**config.mk**
```make
export PLATFORM = sky130hd
export DESIGN_NAME = fetch_stage
export DESIGN_NICKNAME = d
export VERILOG_FILES = /design/src/rtl/mips_pkg.sv /design/src/rtl/if_id_reg.sv /design/src/rtl/fetch_stage.sv
export SDC_FILE = /design/constraint.sdc
export NUM_CORES = 1
export LEC_CHECK = 0
export CAP_MARGIN = 20
export CORE_AREA = 2 2 144 146
export DETAILED_ROUTE_END_ITERATION = 7
export DIE_AREA = 0 0 146 148
export DONT_BUFFER_PORTS = 1
export PLACE_DENSITY_LB_ADDON = 0.2
export SLEW_MARGIN = 15
export SYNTH_ARGS = -nofsm -noshare
export SYNTH_HDL_FRONTEND = slang
export SYNTH_SLANG_ARGS = --single-unit
```
**constraint.sdc**
```tcl
create_clock -name clk -period 3.1 [get_ports clk]
set_input_delay 0.31 -clock clk [delete_from_list [all_inputs] [get_ports clk]]
set_output_delay 0.31 -clock clk [all_outputs]
set_load 0.1 [all_outputs]
```
**src/rtl/mips_pkg.sv**
```systemverilog
// Shared MIPS32 pipeline constants, the fetch-stage action decode and a PC helper.
// Used by the IF, ID and hazard-logic blocks.
package mips_pkg;

  localparam int unsigned XLEN = 32;
  localparam logic [XLEN-1:0] NOP_INSTR = 32'h0000_0000;  // sll $0,$0,0
  localparam logic [XLEN-1:0] DEFAULT_RESET_VECTOR = 32'h0000_0000;

  typedef enum logic [1:0] {
    FetchHold,
    FetchRedirect,
    FetchWait,
    FetchNormal
  } fetch_act_e;

  // Priority: hazard stall > redirect > memory wait > normal.
  function automatic fetch_act_e fetch_action(input logic hazard_stall,
                                              input logic redirect,
                                              input logic imem_ready);
    if (hazard_stall) return FetchHold;
    if (redirect)     return FetchRedirect;
    if (!imem_ready)  return FetchWait;
    return FetchNormal;
  endfunction

  function automatic logic [XLEN-1:0] pc_plus4(input logic [XLEN-1:0] pc);
    return pc + XLEN'(4);
  endfunction

endpackage

```
**src/rtl/if_id_reg.sv**
```systemverilog
// Generic inter-stage pipeline register: instruction, PC+4 and valid bit.
// Priority hold > bubble > load; otherwise contents are kept.
module if_id_reg
  import mips_pkg::*;
(
  input  logic            clk,
  input  logic            reset,
  input  logic            hold_i,
  input  logic            bubble_i,
  input  logic            load_i,
  input  logic [XLEN-1:0] instr_i,
  input  logic [XLEN-1:0] pc4_i,
  output logic [XLEN-1:0] instr_o,
  output logic [XLEN-1:0] pc4_o,
  output logic            valid_o
);

  logic [XLEN-1:0] instr_d, instr_q;
  logic [XLEN-1:0] pc4_d, pc4_q;
  logic            valid_d, valid_q;

  always_comb begin
    instr_d = instr_q;
    pc4_d   = pc4_q;
    valid_d = valid_q;
    if (hold_i) begin
      instr_d = instr_q;
    end else if (bubble_i) begin
      instr_d = NOP_INSTR;
      pc4_d   = '0;
      valid_d = 1'b0;
    end else if (load_i) begin
      instr_d = instr_i;
      pc4_d   = pc4_i;
      valid_d = 1'b1;
    end
  end

  always_ff @(posedge clk) begin
    if (reset) begin
      instr_q <= NOP_INSTR;
      pc4_q   <= '0;
      valid_q <= 1'b0;
    end else begin
      instr_q <= instr_d;
      pc4_q   <= pc4_d;
      valid_q <= valid_d;
    end
  end

  assign instr_o = instr_q;
  assign pc4_o   = pc4_q;
  assign valid_o = valid_q;

endmodule

```
**src/rtl/fetch_stage.sv**
```systemverilog
// MIPS32 instruction-fetch stage: PC register, imem request, IF/ID register, perf counters.
// Define BRANCH_DELAY_SLOT_EN to keep the delay-slot word on a taken redirect.
module fetch_stage
  import mips_pkg::*;
#(
  parameter logic [XLEN-1:0] RESET_VECTOR = DEFAULT_RESET_VECTOR,
  parameter int unsigned     CNT_W        = 32
) (
  input  logic             clk,
  input  logic             reset,
  input  logic             hazard_stall_i,
  input  logic             redirect_i,
  input  logic [XLEN-1:0]  redirect_target_i,
  output logic [XLEN-1:0]  imem_addr_o,
  input  logic [XLEN-1:0]  imem_instr_i,
  input  logic             imem_ready_i,
  output logic [XLEN-1:0]  if_id_instr_o,
  output logic [XLEN-1:0]  if_id_pc4_o,
  output logic             if_id_valid_o,
  output logic [CNT_W-1:0] stall_cnt_o,
  output logic [CNT_W-1:0] flush_cnt_o
);

  logic [XLEN-1:0]  pc_d, pc_q;
  logic [XLEN-1:0]  pc4;
  logic [CNT_W-1:0] stall_cnt_d, stall_cnt_q;
  logic [CNT_W-1:0] flush_cnt_d, flush_cnt_q;
  logic             ifid_hold, ifid_bubble, ifid_load;
  logic             stall_inc, flush_inc;
  fetch_act_e       act;

  assign pc4 = pc_plus4(pc_q);

  always_comb begin
    act         = fetch_action(hazard_stall_i, redirect_i, imem_ready_i);
    pc_d        = pc_q;
    ifid_hold   = 1'b0;
    ifid_bubble = 1'b0;
    ifid_load   = 1'b0;
    flush_inc   = 1'b0;
    stall_inc   = hazard_stall_i | ~imem_ready_i;
    unique case (act)
      FetchHold: ifid_hold = 1'b1;
      FetchRedirect: begin
        pc_d = {redirect_target_i[XLEN-1:2], 2'b00};
`ifdef BRANCH_DELAY_SLOT_EN
        ifid_load   = imem_ready_i;
        ifid_bubble = ~imem_ready_i;
`else
        ifid_bubble = 1'b1;
        flush_inc   = imem_ready_i;  // only a real fetch counts as squashed
`endif
      end
      FetchWait: ifid_bubble = 1'b1;
      default: begin
        pc_d      = pc4;
        ifid_load = 1'b1;
      end
    endcase
    stall_cnt_d = stall_cnt_q + CNT_W'(stall_inc);
    flush_cnt_d = flush_cnt_q + CNT_W'(flush_inc);
  end

  always_ff @(posedge clk) begin
    if (reset) begin
      pc_q        <= RESET_VECTOR;
      stall_cnt_q <= '0;
      flush_cnt_q <= '0;
    end else begin
      pc_q        <= pc_d;
      stall_cnt_q <= stall_cnt_d;
      flush_cnt_q <= flush_cnt_d;
    end
  end

  if_id_reg u_if_id_reg (
    .clk      (clk),
    .reset    (reset),
    .hold_i   (ifid_hold),
    .bubble_i (ifid_bubble),
    .load_i   (ifid_load),
    .instr_i  (imem_instr_i),
    .pc4_i    (pc4),
    .instr_o  (if_id_instr_o),
    .pc4_o    (if_id_pc4_o),
    .valid_o  (if_id_valid_o)
  );

  assign imem_addr_o = pc_q;
  assign stall_cnt_o = stall_cnt_q;
  assign flush_cnt_o = flush_cnt_q;

endmodule

```
==> results by group <==
Setup path
  – Slack of the worst reg-to-reg path: 0.73 ns
  – Maximum fanout count along the critical path: 11
  – Critical path data arrival time: 2.65 ns
  – Timing endpoint of the critical path: flush_cnt_o[30]$_SDFF_PP0_
  – Beginning of the critical path: flush_cnt_o[0]$_SDFF_PP0_
  – Type of element launching the critical path: register
  – Critical path class: reg2reg
  – Req. time, crit path: around 3.4 ns
  – Type of destination of the critical path: register
  – Worst r2r src: flush_cnt_o[0]$_SDFF_PP0_
  – Endpoint of the most critical register-to-register path: flush_cnt_o[30]$_SDFF_PP0_
  – Worst reg2reg path depth: 7

Finish
  – Final core area utilization: 43.1%
  – # diodes: 0
  – Nets: between 900 and 1,000
  – Number of fillers in the final layout: 2,085
  – Storage element area: around 3100 µm²
  – Layout cell share with drive strength beyond 1: between 15 and 20%
  – Final cell count without fillers: 1,167
  – Footprint of the multi-input gates: between 3000 and 4000 µm²
  – Area overhead of the layout relative to synthesis: 21.2%

Timing
  – Worst Tran Pin Value: 1.04 ns
  – Unrepaired setup endpoints after global routing: false
  – Relative max-transition margin: 30.6%
  – Worst hold margin: 0.0364 ns
  – Min Tclk post-route: ~2.4 ns
  – Largest clock skew in the final design: 0.0111 ns
  – Final Hold Viols: 0
  – Fmax: 422 MHz
  – Number of pins exceeding their max-slew limit in the final report: 0
  – Setup TNS: 0 ns
  – Period utilisation layout: between 70% and 80%
  – Setup-failing EPs final: 0

Placed design
  – Post-detailed-placement half-perimeter wirelength: 13.7 mm
  – Instance count after placement with tap cells included: roughly 1,100
  – Gpl congestion: between 0.7 and 0.8
  – Port Buf Inserts: 0

Outcome
  – Run status: finished, final reports clean

Clocking
  – Post-CTS setup buffers: 0
  – Clock input transition at the sequential cells of the worst setup and hold paths: approximately 0.070 ns
  – Deepest clock path buffer count: 2
  – Total clock buffers created by CTS: 17
  – Depth of the CTS H-tree: 4
  – TritonCTS clock tree: built
  – CTS root buf: sky130_fd_sc_hd__clkbuf_16
  – Sinks on Clock Net: 157
  – Count of instances resized after the clock tree is built: 0
  – Clock latency at the later pin of the worst-skew pair: 0.42 ns
  – Quantity of hold-fixing buffers added after cts: 2

Yosys
  – Syn. warnings: 0
  – Top_reg_cell synth: sky130_fd_sc_hd__dfxtp_1
  – Mapped Avg Cell Area: slightly below 9 µm²
  – Netlist area before placement: 7130 µm²
  – Share of cell area taken by muxes after synthesis: 0.140%
  – Xor/xnor cell area share of the yosys netlist: 9.83%
  – Number of distinct library cell variants in the gate-level netlist after synthesis: 51
  – Adder-Cell Fraction of Synth Area: 0.877%
  – Fraction of registers with async set or reset after synthesis: 0%
  – Share of the yosys chip area belonging to registers: 44.1%
  – Number of synthesized register bits: 157
  – Complex-gate fraction of the synthesized area: 15.6%
  – Dominant combinational cell family by area after synthesis: simple AND/OR/NAND/NOR gates
  – Cells after synthesis: 823
  – Share of synthesized cell area in and, or, nand and nor gates: 24.6%
  – EDFF count, synth: 0

Die
  – Area of the core region: 20,000 µm²
  – Die width: 146 µm
  – Die outline area: 21,600 µm²
  – Initial Utilization: between 30% and 40%
  – Count of standard-cell rows: 52
  – Die Span Y: 148 µm
  – Num ports: 230

Global routing
  – Global-route usage over all layers: 18.9%
  – Vias in the first global route: 5,823
  – Global-route wire length before repair: 32.7 mm
  – Leftover overflow at the end of global routing: 0
  – Antenna violations before repair: 1
  – Maximum number of pins on one net before global-route repair: 131

Power
  – Pwr dens: 578 nW/µm²
  – Reported leakage power: about 3.1 nW
  – Worst vdd ir: roughly 0.35 mV

Min path
  – Hold Crit Start: imem_instr_i[9]
  – Type of the worst min-delay path: in2reg

Detailed routing
  – Antenna-violating nets left: 0
  – Number of iterations in the first detailed-routing pass: 5
  – Total wirelength of the detailed-routed design: 20.8 mm
  – Drt initial violations: 283
  – Routed length per instance: between 15 and 20 µm
  – Remaining design rule violation count: 0
  – Vias/cell: 5.30
  – Number of vias in the routed layout: 6,190

Job
  – Max-cap violations: 0
[stage by stage]
| stage | worst slack (ns) | cell area [µm²] | total power, mW |
|---|---|---|---|
| floorplan | 0.303 | 7140 | 2.77 |
| global placement | 0.412 | 8000 | 2.84 |
| detailed placement | 0.368 | 8000 | 2.84 |
| CTS | 0.685 | 8640 | 5.07 |
| global route | 0.530 | 8640 | 5.18 |
| finish | 0.731 | 8640 | 4.99 |
[registers in the layout (all words and copies together), names as in the netlist]
name	count
u_if_id_reg.pc4_o	30
stall_cnt_o	32
u_if_id_reg.valid_o	1
u_if_id_reg.instr_o	32
imem_addr_o	30
flush_cnt_o	32
[synth_stat cells (all sizes together), types with 23 or more instances]
cell	n	area share (%)
dfxtp	157	44
nor2	130	6.8
xnor2	54	6.6
a22oi	53	5.6
nand2	47	2.5
clkbuf	40	2.1
nand3	31	2.2
nand4	26	2.4
xor2	26	3.2
a21oi	25	1.8
nor3	25	2.2
a22o	24	2.9
buf	23	1.7
[worst max-delay path: stages, from the launching register on]
cell and delay (ns):
sky130_fd_sc_hd__dfxtp_1 0.33, sky130_fd_sc_hd__ha_1 0.19, sky130_fd_sc_hd__ha_1 0.29, sky130_fd_sc_hd__inv_1 0.06, sky130_fd_sc_hd__or4b_1 0.78, sky130_fd_sc_hd__nor4_2 0.38
sky130_fd_sc_hd__xnor2_1 0.15, sky130_fd_sc_hd__nor2_1 0.05
[kinds of logic (layout without fill, tap and decap cells)]
family	Yosys count	in the layout
fa+ha+maj	5	5
compound gates	157	157
simple gates	339	339
flops	157	157
mux	1	1
xor+xnor	80	80
buf+inv	83	154
other cells	1	4
[power breakdown]
part           leakage (nW)  internal, mW  switching, mW
sequential             1.27          2.07          0.235
clock                 0.290          1.29          0.872
combinational          1.57         0.124          0.397
total                  3.13          3.49           1.50
[layout by cell type (no fill, tap or decap), types with 3 or more instances in the layout]
cell                        count
sky130_fd_sc_hd__o21ai_0       14
sky130_fd_sc_hd__nand3_1       31
sky130_fd_sc_hd__nor2_1       129
sky130_fd_sc_hd__a21oi_1       25
sky130_fd_sc_hd__xnor2_1       54
sky130_fd_sc_hd__o21ai_1        3
sky130_fd_sc_hd__and3_1         8
sky130_fd_sc_hd__a31oi_1        9
sky130_fd_sc_hd__and4_1         7
sky130_fd_sc_hd__buf_4        100
sky130_fd_sc_hd__a22o_1        24
sky130_fd_sc_hd__a311oi_1       4
sky130_fd_sc_hd__xor2_1        26
sky130_fd_sc_hd__nand2_1       47
sky130_fd_sc_hd__clkbuf_16     17
sky130_fd_sc_hd__bufinv_16      3
sky130_fd_sc_hd__a32oi_1        3
sky130_fd_sc_hd__nor3_2         6
sky130_fd_sc_hd__o31ai_1        6
sky130_fd_sc_hd__ha_1           5
sky130_fd_sc_hd__a21o_1         3
sky130_fd_sc_hd__nand2b_1       4
sky130_fd_sc_hd__or3_1         13
sky130_fd_sc_hd__a22oi_1       53
sky130_fd_sc_hd__o21bai_1       3
sky130_fd_sc_hd__clkinv_4       4
sky130_fd_sc_hd__nor2b_1        6
sky130_fd_sc_hd__and2_1         8
sky130_fd_sc_hd__conb_1         4
sky130_fd_sc_hd__nand4_1       25
sky130_fd_sc_hd__dfxtp_1      157
sky130_fd_sc_hd__nor4_1        11
sky130_fd_sc_hd__nor3_1        19
sky130_fd_sc_hd__nor4_2        11
sky130_fd_sc_hd__a211oi_1       3
sky130_fd_sc_hd__nand3b_1       5
sky130_fd_sc_hd__inv_1         19
[cell type report]
type	count	area share, %
Clock buffer	19	5.13
Clock inverter	12	1.88
Inverter	20	0.869
Multi-Input combinational cell	586	42.5
Sequential cell	157	36.4
Tap cell	270	3.91
Timing Repair Buffer	103	9.35
[routing by layer]
metal  track usage [%]  wire length (µm)  vias to the layer above
met5                 0                13                        -
met4              4.61               160                        2
met3              6.30              1620                       13
met2              30.2              9510                      215
met1              24.8              9450                     2926
li1                  -                 -                     3034
[worst min path at each step]
stage / cells after the start / slack, ns / endpoint
after floorplan: 2 / 0.45 / u_if_id_reg.instr_o[0]$_SDFFE_PP0P_
after global placement: 1 / 0.39 / imem_addr_o[31]$_SDFFE_PP0N_
after detailed placement: 1 / 0.40 / imem_addr_o[31]$_SDFFE_PP0N_
after CTS: 2 / 0.01 / u_if_id_reg.instr_o[13]$_SDFFE_PP0P_
after global routing: 2 / 0.009 / u_if_id_reg.instr_o[15]$_SDFFE_PP0P_
final: 2 / 0.04 / u_if_id_reg.instr_o[9]$_SDFFE_PP0P_
No activity file was read; power rests on OpenSTA's default activity.
